--- config.mk ---
export PLATFORM = sky130hd
export DESIGN_NAME = pc_sequencer
export DESIGN_NICKNAME = d
export VERILOG_FILES = /design/src/rtl/pc_sequencer.sv
export SDC_FILE = /design/constraint.sdc
export NUM_CORES = 1
export LEC_CHECK = 0
export BUFFER_PORTS_ARGS = -buffer_cell sky130_fd_sc_hd__buf_2
export CAP_MARGIN = 25
export CELL_PAD_IN_SITES_DETAIL_PLACEMENT = 1
export CELL_PAD_IN_SITES_GLOBAL_PLACEMENT = 1
export CORE_ASPECT_RATIO = 1.4
export CORE_UTILIZATION = 33
export CTS_BUF_LIST = sky130_fd_sc_hd__clkbuf_4
export CTS_CLUSTER_SIZE = 40
export DETAILED_ROUTE_END_ITERATION = 12
export PLACE_DENSITY = 0.83
export SYNTH_ARGS = -nofsm -noshare
export SYNTH_HDL_FRONTEND = slang
export SYNTH_SLANG_ARGS = --single-unit
--- constraint.sdc ---
create_clock -name clk -period 1.76 [get_ports clk]
set_clock_uncertainty 0.2 [all_clocks]
set_input_delay 0.264 -clock clk [delete_from_list [all_inputs] [get_ports clk]]
set_output_delay 0.264 -clock clk [all_outputs]
set_load 0.01 [all_outputs]
--- src/rtl/pc_sequencer.sv ---
// pc_sequencer: program-counter sequencer for the instruction-fetch stage.
// Owns the PC, turns decoded call/ret/jump requests into single-cycle pushes and
// pops on the return-address stack, waits out the stack's registered pop latency,
// and redirects fetch to a trap vector on a rising stack-fault flag.
//
// Ports:
//   clk           in   system clock, rising edge
//   reset         in   asynchronous active-high reset
//   stall         in   hold PC and drop requests (RUN only)
//   call          in   call request, target on callAddr
//   callAddr      in   call target
//   ret           in   return request
//   jump          in   unconditional jump request
//   jumpAddr      in   jump target
//   stackOut      in   popped address from the stack (registered in the stack)
//   stackOverflow in   sticky stack fault flag
//   pc            out  current fetch address
//   fetchValid    out  pc is valid for fetch (RUN only)
//   writeStack    out  push pulse
//   readStack     out  pop pulse
//   stackIn       out  push data (return address)
//   trap          out  sticky fault status, cleared only by reset
module pc_sequencer #(
    parameter int unsigned           PC_WIDTH     = 13,
    parameter logic [PC_WIDTH-1:0]   RESET_VECTOR = 13'h0000,
    parameter logic [PC_WIDTH-1:0]   TRAP_VECTOR  = 13'h0010
) (
    input  logic                clk,
    input  logic                reset,
    input  logic                stall,
    input  logic                call,
    input  logic [PC_WIDTH-1:0] callAddr,
    input  logic                ret,
    input  logic                jump,
    input  logic [PC_WIDTH-1:0] jumpAddr,
    input  logic [PC_WIDTH-1:0] stackOut,
    input  logic                stackOverflow,
    output logic [PC_WIDTH-1:0] pc,
    output logic                fetchValid,
    output logic                writeStack,
    output logic                readStack,
    output logic [PC_WIDTH-1:0] stackIn,
    output logic                trap
);

    typedef enum logic [1:0] {
        StRun     = 2'd0,
        StRetReq  = 2'd1,
        StRetWait = 2'd2,
        StTrap    = 2'd3
    } state_e;

    state_e                state_q, state_d;
    logic [PC_WIDTH-1:0]   pc_q, pc_d;
    logic [PC_WIDTH-1:0]   stack_in_q, stack_in_d;
    logic                  write_q, write_d;
    logic                  read_q, read_d;
    logic                  trap_q, trap_d;
    logic                  ovf_prev_q;
    logic                  fault;
    logic [PC_WIDTH-1:0]   pc_inc;

    // The stack's fault flag is sticky, so only its rising edge is an event.
    assign fault  = stackOverflow & ~ovf_prev_q;
    assign pc_inc = pc_q + PC_WIDTH'(1);

    always_comb begin
        state_d    = state_q;
        pc_d       = pc_q;
        stack_in_d = stack_in_q;
        write_d    = 1'b0;
        read_d     = 1'b0;
        trap_d     = trap_q;

        if (fault) begin
            // Overrides any request in any state, including a pending pop load.
            state_d = StTrap;
        end else begin
            unique case (state_q)
                StRun: begin
                    if (!stall) begin
                        if (ret) begin
                            read_d  = 1'b1;
                            state_d = StRetReq;
                        end else if (call) begin
                            stack_in_d = pc_inc;
                            write_d    = 1'b1;
                            pc_d       = callAddr;
                        end else if (jump) begin
                            pc_d = jumpAddr;
                        end else begin
                            pc_d = pc_inc;
                        end
                    end
                end
                StRetReq: begin
                    state_d = StRetWait;
                end
                StRetWait: begin
                    pc_d    = stackOut;
                    state_d = StRun;
                end
                StTrap: begin
                    pc_d    = TRAP_VECTOR;
                    trap_d  = 1'b1;
                    state_d = StRun;
                end
                default: begin
                    state_d = StRun;
                end
            endcase
        end
    end

    always_ff @(posedge clk or posedge reset) begin
        if (reset) begin
            state_q    <= StRun;
            pc_q       <= RESET_VECTOR;
            stack_in_q <= '0;
            write_q    <= 1'b0;
            read_q     <= 1'b0;
            trap_q     <= 1'b0;
            ovf_prev_q <= 1'b0;
        end else begin
            state_q    <= state_d;
            pc_q       <= pc_d;
            stack_in_q <= stack_in_d;
            write_q    <= write_d;
            read_q     <= read_d;
            trap_q     <= trap_d;
            ovf_prev_q <= stackOverflow;
        end
    end

    assign pc         = pc_q;
    assign fetchValid = (state_q == StRun);
    assign writeStack = write_q;
    assign readStack  = read_q;
    assign stackIn    = stack_in_q;
    assign trap       = trap_q;

endmodule

### After elaboration in Yosys (flattened, before gate mapping)

Index checks and enable logic that the tools add are counted.

| cells by class | value |
|---|---|
| magnitude comparators | 0 |
| muxes and demuxes | 18 |
| $mul | 0 |
| reduce and logical (&&, ||, !) cells | 7 |
| shift operators | 0 |
| add/sub/neg operators | 1 |
| bitwise gates (word level) | 5 |
| div/mod/pow operators | 0 |
| equality and inequality tests | 7 |

Operator list:

| kind | count |
|---|---|
| $mux W13 | 4 |
| $pmux W13 S3 | 1 |
| $add A13 B1 Y13 const B | 1 |
| $mux W1 | 9 |
| $mux W2 | 3 |
| $ne A3 B2 Y1 const B | 2 |
| $pmux W2 S3 | 1 |
| $reduce_and A5 Y1 | 1 |
| $eq A2 B2 Y1 const B | 2 |
| $ne A2 B2 Y1 const B | 2 |
| $not A1 Y1 | 4 |
| $reduce_and A2 Y1 | 2 |
| $reduce_and A4 Y1 | 1 |
| $reduce_bool A3 Y1 | 1 |
| $eq A2 B1 Y1 const B | 1 |
| $logic_not A2 Y1 | 1 |
| $reduce_or A2 Y1 | 1 |
| $and A1 B1 Y1 | 1 |

| storage, ports and cells | value |
|---|---|
| output and inout bits | 30 |
| bits in latches | 0 |
| register bits after elaboration | 32 |
| input port bits | 46 |
| memories | 0 |
| logic and storage cells | 45 |
| bits in writable memories | 0 |
| ROM bits | 0 |

### Longest topological paths before layout

Gate-level depths: netlist (run 1).

| logic depth | value |
|---|---|
| depth in word-level cells | 6 |
| depth in mapped cells | 6 |
| gate-level depth less buffers | 5 |

### Worst setup path after synthesis (run 1)

No wires, ideal clock.

| path | value |
|---|---|
| kind | register to register |
| start point | reg pc_q[0], in the netlist pc[0] |
| end point | reg pc_q[12], in the netlist pc[12] |
| period minus slack after synthesis | 1.838 ns |
| data arrival time | 1.494 ns |
| required time | 1.416 ns |
| setup slack | -0.078 ns |
| cell stages (with the launch flop) | 5 |
| setup time | 0.144 ns |
| buffers on the path | 0 |
| cell sequence | dfrtp_1 > ha_1 > nand3_1 > o41ai_1 > o221ai_1 |

| on the way | value |
|---|---|
| cells in the longest elaborated chain, start to end | 6 |

Ends and longest elaborated chain:

| what | RTL line | RTL |
|---|---|---|
| from (decl) | 54 | `logic [PC_WIDTH-1:0] pc_q, pc_d;` |
| from (signal assigned) | 126 | `pc_q <= pc_d;` |
| $add A13 B1 Y13 | 65 | `assign pc_inc = pc_q + PC_WIDTH'(1);` |
| $mux W13 | 89 | `end else if (jump) begin` |
| $mux W13 | 85 | `end else if (call) begin` |
| $mux W13 | 82 | `if (ret) begin` |
| $mux W13 | 81 | `if (!stall) begin` |
| $pmux W13 S3 | 79 | `unique case (state_q)` |

No other way between the ends. The select of a mux whose other input is x is not followed.
A chain may end at the register's enable or synchronous reset.

### Final worst setup path (run 1)

| path | value |
|---|---|
| start point | reg pc_q[0], in the netlist pc[0] |
| end point | reg pc_q[11], in the netlist pc[11] |

Same word-level chain as after synthesis.

==> load_flow_metrics.sql, run 1 <==
INSERT INTO impl_metrics (metric_group, metric, value, unit) VALUES
('outcome', 'outcome', 'complete, but fails checks', ''),
('outcome', 'violated_checks', 'negative hold slack, negative setup slack', ''),
('floorplan', 'starting_density_of_the_core', '34.4', '%'),
('floorplan', 'chipHeight', '91.8', 'µm'),
('global_route', 'grt_start_max_net_pins', '33', ''),
('route', 'detail_route.drc_violations', '0', ''),
('yosys', 'post-synth-top-area-fraction', '42.1', '%'),
('global_route', 'grtUsageTotal', '29.3', '%'),
('sta', 'holdWs', '-0.000469', 'ns'),
('yosys', 'post_synth_main_area_contributors', 'sky130_fd_sc_hd__dfrtp_1, sky130_fd_sc_hd__nand2_1, sky130_fd_sc_hd__o21ai_0', ''),
('layout', 'drive_gt1_share', '53.3', '%'),
('critical_path', 'crit_path_top_delay_cell', 'sky130_fd_sc_hd__or4_4', ''),
('floorplan', 'placement_rows', '32', ''),
('power_and_ir_drop', 'switching_pwr', '1180', 'µW'),
('global_route', 'grt_first_pass_wirelength', '13.0', 'mm'),
('place', 'detailedPlacementHpwl', '5.47', 'mm'),
('sta', 'pnr_worst_setup_slack', '-0.118', 'ns'),
('yosys', 'synth-edff-count', '0', ''),
('critical_path', 'cpPeakStageDelay', '0.53', 'ns'),
('clock_network', 'clk_latency', '0.35', 'ns'),
('sta', 'setup_tns_final', '-0.486', 'ns'),
('critical_path', 'cp-startpoint', 'pc[0]', ''),
('power_and_ir_drop', 'netSwitchingFraction', '40.0', '%'),
('power_and_ir_drop', 'vdd_drop_max', '0.000375', 'V'),
('critical_path', 'worst_setup_path_start_kind', 'register', ''),
('critical_path', 'crit_arrival', '1.96', 'ns'),
('critical_path', 'critPathCaptureType', 'register', ''),
('critical_path', 'worst_ep_required_time', '1.85', 'ns'),
('yosys', 'syn-cell-area', '1900', 'µm²'),
('yosys', 'synth-main-ff-cell', 'sky130_fd_sc_hd__dfrtp_1', ''),
('floorplan', 'die_footprint', '6070', 'µm²'),
('sta', 'max_slew.worst_pin.slew', '0.446', 'ns'),
('yosys', 'synthesized_flop_and_latch_total', '32', ''),
('yosys', 'seq_total_area_yosys', '42.1', '%'),
('yosys', 'synth.yosys.warnings', '0', ''),
('route', 'drt.antenna.violating_nets', '0', ''),
('sta', 'unrepaired_setup_endpoints_after_global_routing', 'true', ''),
('worst_hold_path', 'hold_class', 'input port to register', ''),
('place', 'placed_cell_area', '2630', 'µm²'),
('sta', 'post-route-period-util', '107', '%'),
('layout', 'final_net_count', '393', ''),
('layout', 'layout_area_growth_over_synthesis', '66.8', '%'),
('yosys', 'most_area_hungry_cell_type_in_the_yosys_netlist', 'sky130_fd_sc_hd__dfrtp_1', ''),
('critical_path', 'critPathMaxFanout', '5', ''),
('sta', 'timing.final.crit_period', '1.88', 'ns'),
('clock_network', 'tritoncts_num_sinks', '32', ''),
('place', 'gpl.final_weighted_congestion', '0.865', ''),
('route', 'drt-total-wl', '9.30', 'mm'),
('layout', 'layout.core_utilization', '57.4', '%'),
('yosys', 'postSynthAreaPerCell', '9.14', 'µm²'),
('sta', 'slew_headroom', '70.2', '%'),
('clock_network', 'clk_transition_reported_paths', '0.10', 'ns'),
('route', 'drt-pass1-iter-count', '5', ''),
('clock_network', 'clk_root_buffer_cell', 'sky130_fd_sc_hd__clkbuf_4', ''),
('sta', 'max_freq', '0.532', 'GHz'),
('clock_network', 'cts_tree', 'yes', ''),
('clock_network', 'cts.htree.levels', '2', ''),
('power_and_ir_drop', 'internal_power', '1770', 'µW'),
('critical_path', 'worst-path-buf-inv', '1', ''),
('yosys', 'async_reset_ff_share', '100', '%'),
('critical_path', 'worst-setup-path-type', 'register to register', ''),
('critical_path', 'critical_path.cell_chain', 'nand4_1, buf_6, or4_4, o31ai_4, a22o_1', ''),
('route', 'drt_iter0_markers', '144', ''),
('sta', 'final_count_of_hold_timing_violations', '1', ''),
('yosys', 'synthesis.nets', '255', ''),
('power_and_ir_drop', 'seq_power_share', '37.1', '%'),
('floorplan', 'floorplan.die.width', '66.1', 'µm'),
('clock_network', 'max-clock-path-buffers', '2', ''),
('power_and_ir_drop', 'power.density', '929', 'nW/µm²'),
('sta', 'setup_viol', '15', ''),
('sta', 'slew_viol_final', '0', '');
[final cells by class]
class	count	area, µm²	share of cell area, %
antenna	1	2.50	0.0789
clock buffer	7	52.6	1.66
clock inverter	1	3.75	0.118
inverter	10	41.3	1.30
multi-input combinational	155	1240	39.0
sequential	32	805	25.4
tap	68	85.1	2.68
timing repair buffer	142	943	29.8
[layer usage]
layer | global-route usage, % | vias up | wire (µm)
met4 | 17.2 | 0 | 503
met5 | 0 | - | 0
li1 | - | 1060 | -
met3 | 5.72 | 43 | 576
met2 | 51.2 | 141 | 4840
met1 | 31.7 | 1237 | 3380
[power groups by stage]
stage / combinational, µW / clock (µW) / sequential [µW]
after floorplan: 422 / 0 / 1210
after global placement: 1090 / 0 / 1070
after detailed placement: 1120 / 0 / 1090
after CTS: 1200 / 462 / 1070
after global routing: 1490 / 488 / 1110
final: 1400 / 453 / 1090
[path summary, 6_finish.rpt]
path / cells after the start / slack (ns) / end
min in group asynchronous: 4 / 0.35 / stackIn[0]
max reg2reg: 5 / -0.12 / pc[11]
min: 3 / -0.0005 / pc[4]
max: 5 / -0.12 / pc[11]
max in group asynchronous: 4 / 0.65 / pc[0]
min reg2reg: 2 / 0.29 / stackIn[5]
[tightest hold or removal path, delay by kind of cell]
family | cells | cell delay (ns)
buffers and inverters | 1 | 0.11
AOI/OAI and AO/OA | 1 | 0.09
and+or+nand+nor | 1 | 0.06
[synth_stat cells, types with 4 or more instances]
library cell	n
sky130_fd_sc_hd__inv_1	10
sky130_fd_sc_hd__dfrtp_1	32
sky130_fd_sc_hd__clkbuf_1	8
sky130_fd_sc_hd__nand2b_1	4
sky130_fd_sc_hd__a21oi_1	6
sky130_fd_sc_hd__nor2_1	11
sky130_fd_sc_hd__xnor2_1	6
sky130_fd_sc_hd__a31oi_1	4
sky130_fd_sc_hd__nor4_1	4
sky130_fd_sc_hd__o22ai_1	4
sky130_fd_sc_hd__o21ai_0	14
sky130_fd_sc_hd__nor2b_1	4
sky130_fd_sc_hd__nand2_1	26
sky130_fd_sc_hd__mux2_2	4
sky130_fd_sc_hd__nor3_1	5
[layout by cell type, fill, tap and decap left out, types with 3 or more instances in the layout]
| master | instances |
|---|---|
| sky130_fd_sc_hd__dfrtp_1 | 29 |
| sky130_fd_sc_hd__xnor2_2 | 3 |
| sky130_fd_sc_hd__dfrtp_2 | 3 |
| sky130_fd_sc_hd__mux2_2 | 4 |
| sky130_fd_sc_hd__xor2_1 | 3 |
| sky130_fd_sc_hd__nand2_1 | 24 |
| sky130_fd_sc_hd__buf_2 | 75 |
| sky130_fd_sc_hd__nor2b_1 | 3 |
| sky130_fd_sc_hd__o22ai_1 | 4 |
| sky130_fd_sc_hd__a31oi_1 | 4 |
| sky130_fd_sc_hd__buf_6 | 6 |
| sky130_fd_sc_hd__xnor2_1 | 3 |
| sky130_fd_sc_hd__a21oi_1 | 5 |
| sky130_fd_sc_hd__nor2_1 | 10 |
| sky130_fd_sc_hd__dlygate4sd3_1 | 7 |
| sky130_fd_sc_hd__nand4_1 | 3 |
| sky130_fd_sc_hd__nand2b_1 | 3 |
| sky130_fd_sc_hd__o21ai_1 | 4 |
| sky130_fd_sc_hd__a32oi_1 | 3 |
| sky130_fd_sc_hd__inv_1 | 9 |
| sky130_fd_sc_hd__nor3_4 | 4 |
| sky130_fd_sc_hd__clkbuf_4 | 7 |
| sky130_fd_sc_hd__o21ai_0 | 11 |
| sky130_fd_sc_hd__buf_4 | 52 |
[per-stage QoR]
step	setup WS, ns	total power (µW)
6_report	-0.118	2950
5_1_grt	-0.160	3100
4_1_cts	-0.0319	2730
3_5_place_dp	-0.111	2210
3_3_place_gp	-0.00775	2160
2_1_floorplan	0.00320	1630
[sequential cells by signal, summed over array words and instances (netlist names)]
name / cells
readStack: 1
state_q: 2
ovf_prev_q: 1
trap: 1
pc: 13
stackIn: 13
writeStack: 1
[timing repair]
| action | 4_1_cts | 5_1_grt |
|---|---|---|
| setup buffers | 9 | 13 |
| resized for setup | 16 | 37 |
| endpoints found under the setup margin | 18 | 26 |
| pin swaps | 6 | 21 |
| hold endpoints to repair | 38 | 0 |
| cloned | 1 | 1 |
| hold buffers | 7 | 0 |
[logic make-up after synthesis]
family / count (synthesis) / share of synthesized area (%)
xor+xnor: 9 / 4.15
flops: 32 / 42.1
simple gates: 71 / 19.8
mux: 6 / 3.42
fa+ha+maj: 1 / 0.658
buf+inv: 21 / 4.28
compound gates: 68 / 25.5
Note: power is estimated with default switching activity, not from simulation.
==> run 2, diff against run 1 <==
--- a/config.mk
+++ b/config.mk
@@ -14,7 +14,7 @@
 export CTS_BUF_LIST = sky130_fd_sc_hd__clkbuf_4
 export CTS_CLUSTER_SIZE = 40
 export DETAILED_ROUTE_END_ITERATION = 12
-export PLACE_DENSITY = 0.83
+export PLACE_DENSITY_LB_ADDON = 0.12
 export SYNTH_ARGS = -nofsm -noshare
 export SYNTH_HDL_FRONTEND = slang
 export SYNTH_SLANG_ARGS = --single-unit
==> run 2 against run 1 <==
Net effect: the flow finishes with violations (negative setup slack); largest cell class unchanged; global-route usage decreased by 4.1 points; wire length decreased by 22%; largest power group unchanged; setup slack improved by 0.055 ns; core utilization decreased by 5.5 points; sequential power about the same; design area decreased by 9.7%; first-iteration DRC count decreased by 4.2%; die area unchanged.
==> load_flow_metrics.sql, run 2 (synthesized netlist as in run 1, its figures left out) <==
INSERT INTO impl_metrics (metric_group, metric, value, unit) VALUES
('critical_path', 'worst-path-buf-inv', '0', ''),
('clock_network', 'cts_tree', 'yes', ''),
('floorplan', 'die_footprint', '6070', 'µm²'),
('layout', 'layout_area_growth_over_synthesis', '50.7', '%'),
('sta', 'slew_viol_final', '0', ''),
('route', 'detail_route.drc_violations', '0', ''),
('outcome', 'outcome', 'complete, but fails checks', ''),
('route', 'detailroute.via_count', '2136', ''),
('sta', 'holdWs', '0.0138', 'ns'),
('route', 'routed_wire_length_per_instance', '18.4', 'µm'),
('worst_hold_path', 'hold_class', 'input port to register', ''),
('route', 'drt-pass1-iter-count', '4', ''),
('place', 'detailedPlacementHpwl', '5.45', 'mm'),
('global_route', 'grt.overflow.total', '0', ''),
('place', 'gpl.final_weighted_congestion', '0.834', ''),
('floorplan', 'floorplan.die.width', '66.1', 'µm'),
('route', 'drt.antenna.violating_nets', '0', ''),
('critical_path', 'crit_path_top_delay_cell', 'sky130_fd_sc_hd__or4_4', ''),
('critical_path', 'cpPeakStageDelay', '0.59', 'ns'),
('sta', 'final_count_of_hold_timing_violations', '0', ''),
('place', 'placed_cell_area', '2630', 'µm²'),
('layout', 'seq_area', '803', 'µm²'),
('critical_path', 'critPathCaptureType', 'register', ''),
('critical_path', 'crit_arrival', '1.90', 'ns'),
('layout', 'nFillCells', '680', ''),
('route', 'drt_iter0_markers', '138', ''),
('power_and_ir_drop', 'leakagePower', '0.00135', 'µW'),
('power_and_ir_drop', 'power.density', '939', 'nW/µm²'),
('floorplan', 'chipHeight', '91.8', 'µm'),
('layout', 'final_net_count', '374', ''),
('global_route', 'grtUsageTotal', '25.2', '%'),
('layout', 'layout_common_cells', 'sky130_fd_sc_hd__buf_2, sky130_fd_sc_hd__buf_4, sky130_fd_sc_hd__dfrtp_1, sky130_fd_sc_hd__nand2_1, sky130_fd_sc_hd__o21ai_0', ''),
('floorplan', 'core_region_area', '5530', 'µm²'),
('outcome', 'violated_checks', 'negative setup slack', ''),
('critical_path', 'critPathMaxFanout', '5', ''),
('critical_path', 'critical_path.cell_chain', 'nand4_1, or4_4, o31ai_2, a22o_1', ''),
('global_route', 'number_of_antenna_violations_at_the_first_check_in_global_routing', '0', ''),
('sta', 'pnr_worst_setup_slack', '-0.0631', 'ns'),
('global_route', 'grt_pass1_vias', '2224', ''),
('clock_network', 'max-clock-path-buffers', '2', ''),
('power_and_ir_drop', 'vdd_drop_max', '0.000403', 'V'),
('sta', 'setup_viol', '5', ''),
('worst_hold_path', 'holdCritStartpoint', 'stackOut[3]', ''),
('floorplan', 'starting_density_of_the_core', '34.4', '%'),
('sta', 'max_freq', '0.549', 'GHz'),
('run', 'maxCapViolations', '0', ''),
('layout', 'layout.cells.most_common', 'sky130_fd_sc_hd__buf_2', ''),
('clock_network', 'clk_root_buffer_cell', 'sky130_fd_sc_hd__clkbuf_4', ''),
('critical_path', 'worst_ep_required_time', '1.84', 'ns'),
('clock_network', 'clk_latency', '0.33', 'ns'),
('place', 'portBuffers', '75', ''),
('layout', 'multi_input_comb_area', '1130', 'µm²'),
('sta', 'timing.final.crit_period', '1.82', 'ns'),
('critical_path', 'worst_r2r_startpoint', 'pc[0]', ''),
('sta', 'post-route-period-util', '104', '%'),
('sta', 'slew_headroom', '70.8', '%'),
('layout', 'drive_gt1_share', '47.4', '%'),
('global_route', 'grt_first_pass_wirelength', '11.3', 'mm'),
('sta', 'unrepaired_setup_endpoints_after_global_routing', 'true', ''),
('route', 'vias_per_cell', '5.41', ''),
('critical_path', 'worst_setup_path_start_kind', 'register', ''),
('critical_path', 'worst-setup-path-type', 'register to register', ''),
('route', 'drt-total-wl', '7.28', 'mm'),
('global_route', 'grt_start_max_net_pins', '33', ''),
('critical_path', 'cp-startpoint', 'pc[0]', ''),
('floorplan', 'placement_rows', '32', ''),
('sta', 'max_slew.worst_pin.slew', '0.438', 'ns'),
('layout', 'antenna_cells', '0', ''),
('floorplan', 'top_level_ports', '76', ''),
('clock_network', 'numCtsBuffers', '5', ''),
('power_and_ir_drop', 'post-layout-total-power', '2690', 'µW'),
('critical_path', 'timing.critical_path.max_delay_family', 'simple AND/OR/NAND/NOR gates', ''),
('clock_network', 'tritoncts_num_sinks', '32', ''),
('layout', 'layout.core_utilization', '51.8', '%'),
('layout', 'fin_area', '2860', 'µm²'),
('clock_network', 'cts.htree.levels', '2', ''),
('clock_network', 'clk_transition_reported_paths', '0.11', 'ns');
[run 2: cell types whose count changed in the layout (fill, tap and decap cells not counted), sizes merged]
cell         previous run  this run
clkbuf                  7         6
buf                   135       120
diode                   1         0
dlygate4sd3             7         3
[run 2: stage by stage]
| step | worst slack (ns) | cells | setup TNS (ns) |
|---|---|---|---|
| finish | -0.0631 | 395 | -0.146 |
| global route | -0.131 | 395 | -0.771 |
| CTS | -0.0379 | 392 | -0.0872 |
| floorplan | 0.00320 | 208 | 0 |
| global placement | -0.0402 | 379 | -0.116 |
| detailed placement | -0.0644 | 379 | -0.247 |
[run 2: layout make-up]
cell class	instances	share of cell area (%)
inverters	10	1.44
clock buffers	6	1.57
multi-input cells	155	39.3
repair buffers	123	26.5
well taps	68	2.97
flip-flops and latches	32	28.0
clock inverters	1	0.175
[run 2: worst paths after layout]
path | cells after the start | slack (ns) | end
worst max-delay path | 4 | -0.06 | pc[11]
max in group asynchronous | 4 | 0.66 | pc[0]
min in group asynchronous | 4 | 0.36 | stackIn[4]
worst min register to register | 2 | 0.28 | stackIn[7]
worst max register to register | 4 | -0.06 | pc[11]
worst min-delay path | 3 | 0.01 | pc[3]
[run 2: power by group]
part	leakage (µW)	internal [µW]	switching, µW
Combinational	0.000931	558	640
Clock	0.0000315	163	262
Sequential	0.000388	930	138
Total	0.00135	1650	1040
[run 2: repair_timing]
| action | CTS | global route |
|---|---|---|
| buffers inserted | 3 | 3 |
| cloned | 0 | 0 |
| endpoints found under the hold margin | 34 | 0 |
| pin swaps | 5 | 3 |
| gates resized for setup | 7 | 19 |
| setup endpoints to repair | 8 | 20 |
| hold buffers | 3 | 0 |
[run 2: tightest hold or removal path: stages]
cell,delay (ns)
sky130_fd_sc_hd__buf_2,0.09
sky130_fd_sc_hd__nand3_1,0.06
sky130_fd_sc_hd__o311ai_1,0.09
[run 2: metal layers]
metal | up-vias | track usage, % | part of all wire (%)
met4 | 0 | 6.38 | 0.70
li1 | 1016 | - | -
met3 | 4 | 4.73 | 4.1
met5 | - | 0 | 0
met2 | 71 | 45.2 | 54
met1 | 1045 | 30.0 | 42
==> run 3, diff against run 2 <==
--- a/config.mk
+++ b/config.mk
@@ -15,6 +15,7 @@
 export CTS_CLUSTER_SIZE = 40
 export DETAILED_ROUTE_END_ITERATION = 12
 export PLACE_DENSITY_LB_ADDON = 0.12
+export SKIP_CTS_REPAIR_TIMING = 1
 export SYNTH_ARGS = -nofsm -noshare
 export SYNTH_HDL_FRONTEND = slang
 export SYNTH_SLANG_ARGS = --single-unit
==> run 3 against run 2 <==
Net effect: flip-flop and latch count is the same; clock-buffer cell count is the same; final cell count grew 1.0%; the flow finishes with violations (negative hold slack, negative setup slack); largest power group unchanged; design area grew 1.0%; largest cell class unchanged; sequential share of layout area shrank 0.28 points.
==> load_flow_metrics.sql, run 3 (synthesized netlist as in run 1, its figures left out) <==
INSERT INTO impl_metrics (metric_group, metric, value, unit) VALUES
('global_route', 'grtUsageTotal', '24.7', '%'),
('power_and_ir_drop', 'post-layout-total-power', '2710', 'µW'),
('sta', 'pnr_worst_setup_slack', '-0.0546', 'ns'),
('layout', 'layout_common_cells', 'sky130_fd_sc_hd__buf_2, sky130_fd_sc_hd__buf_4, sky130_fd_sc_hd__dfrtp_1, sky130_fd_sc_hd__nand2_1, sky130_fd_sc_hd__o21ai_0', ''),
('clock_network', 'tritoncts_num_sinks', '32', ''),
('place', 'detailedPlacementHpwl', '5.45', 'mm'),
('outcome', 'violated_checks', 'negative hold slack, negative setup slack', ''),
('sta', 'post-route-period-util', '103', '%'),
('global_route', 'grt.overflow.total', '0', ''),
('layout', 'final_net_count', '378', ''),
('sta', 'slew_headroom', '71.1', '%'),
('floorplan', 'floorplan.die.width', '66.1', 'µm'),
('critical_path', 'worst-setup-path-type', 'register to register', ''),
('route', 'route.met2.wl', '3.85', 'mm'),
('worst_hold_path', 'hold-path-cell-count', '3', ''),
('power_and_ir_drop', 'power.density', '936', 'nW/µm²'),
('sta', 'max_slew.worst_pin.slew', '0.433', 'ns'),
('critical_path', 'worst_ep_required_time', '1.82', 'ns'),
('clock_network', 'max-clock-path-buffers', '2', ''),
('critical_path', 'cp-startpoint', 'pc[0]', ''),
('run', 'maxCapViolations', '0', ''),
('critical_path', 'critPathMaxFanout', '5', ''),
('global_route', 'grt_first_pass_wirelength', '11.1', 'mm'),
('worst_hold_path', 'hold_class', 'input port to register', ''),
('critical_path', 'critPathCaptureType', 'register', ''),
('route', 'drt_iter0_markers', '108', ''),
('layout', 'layout.cells.most_common', 'sky130_fd_sc_hd__buf_2', ''),
('global_route', 'number_of_antenna_violations_at_the_first_check_in_global_routing', '0', ''),
('route', 'drt-pass1-iter-count', '4', ''),
('route', 'detailroute.via_count', '2169', ''),
('layout', 'antenna_cells', '0', ''),
('route', 'routed.top_layer', 'met4', ''),
('sta', 'setup_viol', '4', ''),
('route', 'drt.antenna.violating_nets', '0', ''),
('sta', 'max_freq', '0.551', 'GHz'),
('place', 'gpl.final_weighted_congestion', '0.834', ''),
('floorplan', 'core_region_area', '5530', 'µm²'),
('place', 'placed_cells', '379', ''),
('place', 'portBuffers', '75', ''),
('worst_hold_path', 'holdCritStartpoint', 'callAddr[4]', ''),
('route', 'detail_route.drc_violations', '0', ''),
('clock_network', 'clk_root_buffer_cell', 'sky130_fd_sc_hd__clkbuf_4', ''),
('floorplan', 'placement_rows', '32', ''),
('route', 'vias_per_cell', '5.44', ''),
('sta', 'holdWs', '-0.00614', 'ns'),
('floorplan', 'chipHeight', '91.8', 'µm'),
('critical_path', 'worst-r2r-cell-count', '6', ''),
('route', 'drt-total-wl', '7.39', 'mm'),
('critical_path', 'worst_setup_path_start_kind', 'register', ''),
('sta', 'final_count_of_hold_timing_violations', '1', ''),
('layout', 'drive_gt1_share', '47.7', '%'),
('critical_path', 'crit_arrival', '1.88', 'ns'),
('layout', 'nFillCells', '677', ''),
('clock_network', 'numCtsBuffers', '5', ''),
('floorplan', 'starting_density_of_the_core', '34.4', '%'),
('sta', 'slew_viol_final', '0', ''),
('global_route', 'grt_pass1_vias', '2226', ''),
('floorplan', 'top_level_ports', '76', ''),
('floorplan', 'die_footprint', '6070', 'µm²'),
('clock_network', 'cts.htree.levels', '2', ''),
('route', 'met3_length', '324', 'µm'),
('global_route', 'grt_start_max_net_pins', '33', ''),
('sta', 'timing.final.crit_period', '1.81', 'ns'),
('clock_network', 'cts_tree', 'yes', ''),
('sta', 'unrepaired_setup_endpoints_after_global_routing', 'true', ''),
('power_and_ir_drop', 'leakagePower', '0.00137', 'µW'),
('clock_network', 'clk_transition_reported_paths', '0.10', 'ns'),
('clock_network', 'clk_latency', '0.34', 'ns'),
('route', 'routedLengthMet1', '3.04', 'mm'),
('outcome', 'outcome', 'complete, but fails checks', ''),
('power_and_ir_drop', 'vdd_drop_max', '0.000450', 'V'),
('route', 'routed_wire_length_per_instance', '18.5', 'µm'),
('layout', 'layout_area_growth_over_synthesis', '52.2', '%'),
('critical_path', 'worst_r2r_startpoint', 'pc[0]', ''),
('layout', 'post_layout_nonfiller_instances', '399', '');
==> run 3: cell count changes in the layout (fill, tap and decap cells not counted), sizes merged <==
cell,previous run,this run
buf,120,125
dlygate4sd3,3,2
==> run 3: per-layer routing <==
layer  vias to the layer above  GRT usage [%]
li1                       1024              -
met1                      1056           29.7
met2                        75           42.9
met3                        14           4.85
met4                         0           8.33
met5                         -              0
==> run 3: worst paths after layout <==
kind	slack, ns	end
hold reg to reg	0.28	stackIn[7]
max in group asynchronous	0.67	pc[0]
setup / recovery	-0.05	pc[10]
min in group asynchronous	0.35	stackIn[4]
hold / removal	-0.006	pc[4]
setup reg to reg	-0.05	pc[10]
==> run 3: report_power, final <==
part	switching [µW]	internal [µW]	leakage (µW)
Combinational	645	569	0.000947
Clock	263	163	0.0000315
Sequential	138	930	0.000388
Total	1050	1660	0.00137
==> run 3: through the flow <==
stage	setup TNS [ns]	util (%)	setup WS, ns	area, µm²	hold slack [ns]
finish	-0.116	52.4	-0.0546	2890	-0.00614
global route	-0.825	52.4	-0.147	2890	0.00201
CTS	-0.332	48.4	-0.0805	2680	-0.186
detailed placement	-0.247	47.5	-0.0644	2630	0.191
global placement	-0.116	47.5	-0.0402	2630	0.180
floorplan	0	-	0.00320	1920	0.0954
==> run 3: area by class of cell <==
class / instances / area [µm²] / share of cell area, %
inverters: 10 / 41.3 / 1.43
flip-flops and latches: 32 / 803 / 27.8
repair buffers: 127 / 792 / 27.4
multi-input cells: 155 / 1120 / 38.8
clock inverters: 1 / 5.00 / 0.173
clock buffers: 6 / 45.0 / 1.56
well taps: 68 / 85.1 / 2.94
==> run 3: critical path: stages, from the launching register on <==
cell and delay (ns):
sky130_fd_sc_hd__dfrtp_2 0.45, sky130_fd_sc_hd__ha_1 0.25, sky130_fd_sc_hd__nand3_4 0.13, sky130_fd_sc_hd__nor3_2 0.06
sky130_fd_sc_hd__buf_4 0.15, sky130_fd_sc_hd__o41a_1 0.37, sky130_fd_sc_hd__o22ai_1 0.13
